[src/rtl/mult_accumulator.sv]
// Group accumulator for the multiplier product bus.
// Unsigned products arrive over a valid/ready handshake and are summed until p_last.
// Each completed group is presented as {sum, beat count, overflow} on a valid/ready port.
module mult_accumulator #(
  parameter int unsigned N      = 32,
  parameter int unsigned PROD_W = 2 * N,
  parameter int unsigned ACC_W  = 2 * N + 8,
  parameter int unsigned CNT_W  = 8
) (
  input  logic              clk_i,
  input  logic              rst_i,
  input  logic              clr_i,
  input  logic              p_valid_i,
  output logic              p_ready_o,
  input  logic [PROD_W-1:0] p_i,
  input  logic              p_last_i,
  output logic              acc_valid_o,
  input  logic              acc_ready_i,
  output logic [ACC_W-1:0]  acc_o,
  output logic [CNT_W-1:0]  acc_count_o,
  output logic              acc_ovf_o,
  output logic              busy_o
);

  typedef enum logic {StAcc, StHold} state_e;

  state_e             state_q;

  // Running group state; only meaningful while in StAcc.
  logic [ACC_W-1:0]   sum_q;
  logic [CNT_W-1:0]   cnt_q;
  logic               ovf_q;

  // Registered result port.
  logic [ACC_W-1:0]   acc_q;
  logic [CNT_W-1:0]   acc_count_q;
  logic               acc_ovf_q;
  logic               acc_valid_q;
  logic               busy_q;

  // Next-state values for an accepted beat.
  logic [ACC_W:0]     sum_ext;
  logic [ACC_W-1:0]   sum_d;
  logic [CNT_W-1:0]   cnt_d;
  logic               ovf_d;
  logic               beat_accept;

  // Accumulate one extra bit so a carry out of the accumulator sets the sticky overflow.
  always_comb begin
    sum_ext = {1'b0, sum_q} + {{(ACC_W + 1 - PROD_W){1'b0}}, p_i};
    sum_d   = sum_ext[ACC_W-1:0];
    ovf_d   = ovf_q | sum_ext[ACC_W];
    cnt_d   = (&cnt_q) ? cnt_q : cnt_q + {{(CNT_W - 1){1'b0}}, 1'b1};
  end

  // clr wins over the product handshake, so ready drops combinationally with it.
  assign p_ready_o   = (state_q == StAcc) && !clr_i;
  assign beat_accept = p_valid_i && p_ready_o;

  // Two-state accumulate/hold machine with all result outputs registered.
  always_ff @(posedge clk_i or posedge rst_i) begin
    if (rst_i) begin
      state_q     <= StAcc;
      sum_q       <= '0;
      cnt_q       <= '0;
      ovf_q       <= 1'b0;
      acc_q       <= '0;
      acc_count_q <= '0;
      acc_ovf_q   <= 1'b0;
      acc_valid_q <= 1'b0;
      busy_q      <= 1'b0;
    end else begin
      case (state_q)
        StAcc: begin
          if (clr_i) begin
            // Drop any partial group; the offered beat is not consumed.
            sum_q  <= '0;
            cnt_q  <= '0;
            ovf_q  <= 1'b0;
            busy_q <= 1'b0;
          end else if (beat_accept) begin
            busy_q <= 1'b1;
            if (p_last_i) begin
              state_q     <= StHold;
              acc_q       <= sum_d;
              acc_count_q <= cnt_d;
              acc_ovf_q   <= ovf_d;
              acc_valid_q <= 1'b1;
            end else begin
              sum_q <= sum_d;
              cnt_q <= cnt_d;
              ovf_q <= ovf_d;
            end
          end
        end
        StHold: begin
          // A clear and a transfer leave the same state behind; clr just means no transfer.
          if (clr_i || acc_ready_i) begin
            state_q     <= StAcc;
            sum_q       <= '0;
            cnt_q       <= '0;
            ovf_q       <= 1'b0;
            acc_valid_q <= 1'b0;
            busy_q      <= 1'b0;
          end
        end
        default: begin
          state_q <= StAcc;
        end
      endcase
    end
  end

  assign acc_o       = acc_q;
  assign acc_count_o = acc_count_q;
  assign acc_ovf_o   = acc_ovf_q;
  assign acc_valid_o = acc_valid_q;
  assign busy_o      = busy_q;

endmodule

[config.mk]
export PLATFORM = sky130hd
export DESIGN_NAME = mult_accumulator
export DESIGN_NICKNAME = d
export VERILOG_FILES = /design/src/rtl/mult_accumulator.sv
export SDC_FILE = /design/constraint.sdc
export NUM_CORES = 1
export LEC_CHECK = 0
export CAP_MARGIN = 15
export CORE_MARGIN = 4
export CORE_UTILIZATION = 45
export DETAILED_ROUTE_END_ITERATION = 7
export DONT_BUFFER_PORTS = 1
export SETUP_SLACK_MARGIN = 0.4
export SLEW_MARGIN = 20
export SYNTH_ARGS = -nofsm -noshare
export SYNTH_HDL_FRONTEND = slang
export SYNTH_SLANG_ARGS = --single-unit
export TNS_END_PERCENT = 100
[constraint.sdc]
create_clock -name clk_i -period 8.15 [get_ports clk_i]
set_clock_uncertainty 0.15 [all_clocks]
set_input_delay 2.0375 -clock clk_i [delete_from_list [all_inputs] [get_ports clk_i]]
set_output_delay 2.0375 -clock clk_i [all_outputs]
set_load 0.01 [all_outputs]
==> impl_metrics.py, run 1 <==
metrics = {
    "synth": {
        "yosys_warnings": 0,
        "netlist_area_sq_mm": 0.0100,
        "postSynth.asyncResetShare": 1.00,
        "yosysSeqAreaShare": 0.413,
        "syn_nets": 1280,
        "synth_top_area_share": 0.413,
        "synth_cell_types": 69,
        "synth-seq-cells": 165,
        "synth_flop_cell": "dfrtp_1",
        "syn_avg_cell_area_sq_um": 8.75,
        "synthTopCellsByArea": "dfrtp_1, ha_1, nand2_1",
        "synth.most_common_cell": "nand2_1",
        "synth_common_cells": "nand2_1, dfrtp_1, o21ai_0",
        "yosysTopAreaCell": "dfrtp_1",
        "synth_edf_count": 0,
        "synth_cells": 1144,
    },
    "pwr": {
        "power.density_mw_per_mm2": 385,
        "peakVddDrop_mv": 0.177,
        "leakage_nw": 4.86,
    },
    "die": {
        "num_rows": 54,
        "io_pins": 154,
        "die_h_microns": 157,
        "start_util": 0.459,
        "coreArea_sq_mm": 0.0218,
        "die_width_microns": 157,
        "die_area_sq_mm": 0.0247,
    },
    "timing": {
        "drv_slew": 0,
        "setup-violations-final": 0,
        "max_freq_ghz": 0.197,
        "rsz0062_at_grt": "false",
        "hold_viol_final": 0,
        "tightest_slew_ps": 909,
        "period_minus_slack_ps": 5070,
        "relSlewSlack": 0.394,
        "fin_tns_setup_ps": 0,
        "holdWs_ps": 336,
        "period_share": 0.622,
    },
    "setup_path": {
        "worst_ep_required_time_ps": 5960,
        "setup.worst_path.class": "in -> out",
        "cp_max_fo": 22,
        "cp_num_buf_inv": 1,
        "crit_arrival_ps": 2880,
        "end_kind": "output pin",
        "rr_startpoint": "sum_q[0]",
        "startpoint_type": "input pin",
        "cp-startpoint": "clr_i",
        "slowest_stage": "or2_2",
        "worstPathCellList": "or2_2 -> inv_2",
        "critPathMaxStageDelay_ps": 500,
        "path_delay_family": "simple AND/OR/NAND/NOR gates",
    },
    "place": {
        "hpwl_microns": 18600,
        "numPortBuffers": 0,
        "globalplace.congestion": 0.874,
    },
    "route": {
        "vias_per_cell": 5.73,
        "wl_per_cell_microns": 18.3,
        "drtPass1Iterations": 5,
        "vias": 8003,
        "ant_nets": 0,
        "drtIter0Drc": 459,
        "drc_errors": 0,
        "drt_wl_total_microns": 25500,
    },
    "min_path": {
        "worstHoldPathType": "reg -> reg",
        "min-delay-start": "sum_q[60]",
    },
    "cts": {
        "cts_buffers": 17,
        "cts_tree": "built",
        "clock_latency_ps": 440,
        "ctsHoldBuffers": 0,
        "clk_path_buf_depth": 2,
        "cts_resized": 0,
        "clk_pin_slew_ps": 60,
        "clockRootBuffer": "clkbuf_16",
        "cts.sinks": 165,
        "htreeDepth": 4,
        "post_cts_buffers": 0,
    },
    "global_route": {
        "grt-ovfl-total": 0,
        "antenna_found_initial": 0,
        "grt_max_degree": 96,
        "track_usage": 0.211,
        "grt_pass1_vias": 7816,
        "grt_first_pass_wirelength_microns": 41700,
    },
    "layout": {
        "drive_gt1_frac": 0.0582,
        "fillers": 2087,
        "seqCellArea_sq_mm": 0.00413,
        "area_growth_pct": 7.47,
        "multiInputGateArea_sq_mm": 0.00557,
        "nNetsFinal": 1241,
        "diodes": 0,
    },
    "run_status": {
        "outcome": "completed",
    },
    "flow_run": {
        "drv_cap": 0,
    },
}
==> through the flow <==
| step | util | setup slack (ps) | std cells | area, sq um | power (mW) |
|---|---|---|---|---|---|
| 2_1_floorplan | - | 1500 | 1144 | 10000 | 2.85 |
| 3_3_place_gp | 0.466 | 2810 | 1366 | 10200 | 3.30 |
| 3_5_place_dp | 0.466 | 2710 | 1366 | 10200 | 3.31 |
| 4_1_cts | 0.493 | 3070 | 1396 | 10800 | 4.16 |
| 5_1_grt | 0.493 | 2970 | 1396 | 10800 | 4.49 |
| 6_report | 0.493 | 3080 | 1396 | 10800 | 4.14 |
==> layout by cell type, fill, tap and decap left out, types with 13 or more instances in the layout <==
cell type  synthesis  final
a21o_1            37     37
a21oi_1           83     83
a22o_1            13     13
clkbuf_16          0     17
dfrtp_1          165    165
ha_1              65     65
inv_1             17     16
nand2_1          200    200
nand3_1           22     21
nand4_1           18     18
nor2_1            50     50
o21ai_0          150    150
o21ai_1           21     21
o31ai_1           17     17
xnor2_1           50     50
xor2_1            23     23
==> cell type report <==
type | instances | area share
Multi-Input combinational cell | 897 | 0.518
Sequential cell | 165 | 0.384
Clock buffer | 19 | 0.0402
Tap cell | 280 | 0.0326
Clock inverter | 11 | 0.0141
Inverter | 18 | 0.00675
Timing Repair Buffer | 6 | 0.00454
==> state kept, by name, summed over array words and instances, names as in the netlist <==
name         count
acc_o           72
sum_q           72
acc_count_o      8
cnt_q            8
acc_ovf_o        1
acc_valid_o      1
busy_o           1
ovf_q            1
state_q          1
==> metal layers <==
metal,GRT usage,vias to the layer above,part of all wire
met5,0,-,0
met4,0.0598,0,0.015
met3,0.0564,31,0.066
met2,0.323,176,0.45
met1,0.296,3807,0.47
li1,-,3989,-
==> logic make-up (layout without fill, tap and decap cells) <==
logic type	count (synthesis)	count (layout)	synth area share
AO/OA/AOI/OAI	395	395	0.240
AND/OR/NAND/NOR	356	356	0.160
flip-flops	165	165	0.413
buffers and inverters	82	54	0.0321
XOR/XNOR	73	73	0.0639
adder cells (fa/ha/maj)	66	66	0.0833
multiplexers	7	7	0.00775
==> worst reg2reg max path: cells and delay by family (launching register included) <==
kind	cells	cell delay, ps
buffers and inverters	1	60
and+or+nand+nor	2	320
DFF	1	360
adders and majority gates	2	580
AOI/OAI and AO/OA	8	2180
==> power by group <==
part | internal, mW | switching, mW
combinational | 0.736 | 1.16
clock | 0.482 | 0.354
sequential | 1.13 | 0.282
==> worst paths after layout <==
path / end / slack, ps / cells past startpoint
max: p_ready_o / 3080 / 2
min: sum_q[60] / 340 / 2
max reg2reg: sum_q[62] / 4400 / 13
min reg2reg: sum_q[60] / 340 / 2
max in group asynchronous: sum_q[3] / 5150 / 2
min in group asynchronous: acc_o[39] / 1480 / 1
(Power assumes the default switching activity.)
==> run 2, diff against run 1 <==
==> constraint.sdc (replaced) <==
create_clock -name clk_i -period 5 [get_ports clk_i]
set_clock_uncertainty 0.15 [all_clocks]
set_input_delay 1.25 -clock clk_i [delete_from_list [all_inputs] [get_ports clk_i]]
set_output_delay 1.25 -clock clk_i [all_outputs]
set_load 0.01 [all_outputs]
==> impl_metrics.py, run 2 (synthesis results as in run 1) <==
metrics = {
    "run_status": {
        "outcome": "completed",
    },
    "die": {
        "io_pins": 154,
        "die_width_microns": 157,
        "start_util": 0.459,
        "die_h_microns": 157,
        "die_area_sq_mm": 0.0247,
        "coreArea_sq_mm": 0.0218,
        "num_rows": 54,
    },
    "layout": {
        "drive_gt1_frac": 0.0676,
        "area_growth_pct": 8.67,
        "nNetsFinal": 1248,
        "layout_commonest_cell": "nand2_1",
        "fin_cells": 1405,
        "diodes": 0,
        "final_cell_mix": "nand2_1, dfrtp_1, o21ai_0",
    },
    "min_path": {
        "min-delay-start": "sum_q[31]",
        "hold_depth": 2,
        "hold-path-endpoint": "sum_q[31]",
        "worstHoldPathType": "reg -> reg",
    },
    "setup_path": {
        "setup.worst_path.class": "in -> reg",
        "r2r_setup_slack_ps": 1350,
        "startpoint_type": "input pin",
        "rr_startpoint": "sum_q[0]",
        "worst_ep_required_time_ps": 5170,
        "cp_num_buf_inv": 1,
        "path_delay_family": "compound AO/OA/AOI/OAI gates",
        "cp_max_fo": 7,
        "reg2reg_depth": 13,
        "end_kind": "flop",
        "slowest_stage": "nor3b_1",
        "critPathMaxStageDelay_ps": 440,
        "crit_arrival_ps": 4240,
        "reg2reg_to": "sum_q[68]",
        "worstPathCellList": "ha_1 -> inv_1 -> fa_1 -> nor2b_1 -> o2111ai_1 -> a211oi_1 -> o31a_1 -> o211ai_1 -> a21oi_1 -> o21ai_1 -> nor3b_1 -> o21ai_0 -> a21bo_2",
    },
    "place": {
        "globalplace.congestion": 0.860,
        "numPortBuffers": 0,
        "hpwl_microns": 19100,
        "dp_slack_ps": 486,
        "dpl.cell_count": 1373,
    },
    "timing": {
        "setup-violations-final": 0,
        "rsz0062_at_grt": "false",
        "period_share": 0.814,
        "fin_ws_ps": 930,
        "drv_slew": 0,
        "hold_viol_final": 0,
        "max_freq_ghz": 0.246,
        "period_minus_slack_ps": 4070,
        "tightest_slew_ps": 729,
        "relSlewSlack": 0.511,
        "holdWs_ps": 333,
        "fin_tns_setup_ps": 0,
    },
    "route": {
        "ant_nets": 0,
        "vias": 8060,
        "drtPass1Iterations": 5,
        "wl_per_cell_microns": 18.3,
        "drc_errors": 0,
        "drt_wl_total_microns": 25800,
        "drtIter0Drc": 474,
        "vias_per_cell": 5.74,
    },
    "cts": {
        "clockRootBuffer": "clkbuf_16",
        "clock_latency_ps": 430,
        "cts_resized": 0,
        "cts_buffers": 17,
        "htreeDepth": 4,
        "clk_pin_slew_ps": 70,
        "ctsHoldBuffers": 0,
        "clk_path_buf_depth": 2,
        "cts_tree": "built",
        "cts.sinks": 165,
        "post_cts_buffers": 0,
    },
    "pwr": {
        "power.density_mw_per_mm2": 629,
        "total_power_mw": 6.84,
        "peakVddDrop_mv": 0.289,
        "leakage_nw": 4.92,
    },
    "global_route": {
        "grt_util_met3": 0.0553,
        "grt_max_degree": 86,
        "grt-ovfl-total": 0,
        "grt_pass1_vias": 7850,
        "track_usage": 0.214,
        "grt_util_met1": 0.293,
        "busiest_layer": "met2",
        "grtUsageMet2": 0.342,
        "antenna_found_initial": 0,
        "grt_first_pass_wirelength_microns": 42500,
    },
    "flow_run": {
        "drv_cap": 0,
    },
}
[run 2: power by group]
part	internal [mW]	switching [mW]
registers	1.83	0.454
clock network	0.818	0.609
logic	1.22	1.91
[run 2: layout make-up]
class	count	area (sq um)
inverters	18	71.3
fillers	2088	10900
multi-input cells	897	5570
clock buffers	18	439
flip-flops and latches	165	4130
repair buffers	13	123
clock inverters	14	193
well taps	280	350
[run 2: tightest hold or removal path, cell delays in order, from the launching register on]
cell and delay (ps):
dfrtp_1 350, nand2_1 50, o21ai_0 60
[run 2: worst max-delay path by stage]
stage | from | end | slack [ps] | depth (start not counted)
CTS | p_i[0] | sum_q[68] | 930 | 13
floorplan | p_i[0] | sum_q[62] | 1030 | 13
finish | p_i[0] | sum_q[68] | 930 | 13
detailed placement | p_i[0] | sum_q[68] | 490 | 13
global placement | p_i[0] | sum_q[68] | 550 | 13
global route | p_i[0] | sum_q[68] | 610 | 13
[run 2: routing by layer]
metal  up-vias  routed length, microns
met5         -                       0
met4         0                     299
met3        19                    1620
met2       202                   12000
met1      3814                   11800
li1       4025                       -
[run 2: metrics by stage]
step           instance area [sq um]   util
2_1_floorplan                  10000      -
3_3_place_gp                   10200  0.469
3_5_place_dp                   10200  0.469
4_1_cts                        10900  0.498
5_1_grt                        10900  0.498
6_report                       10900  0.498
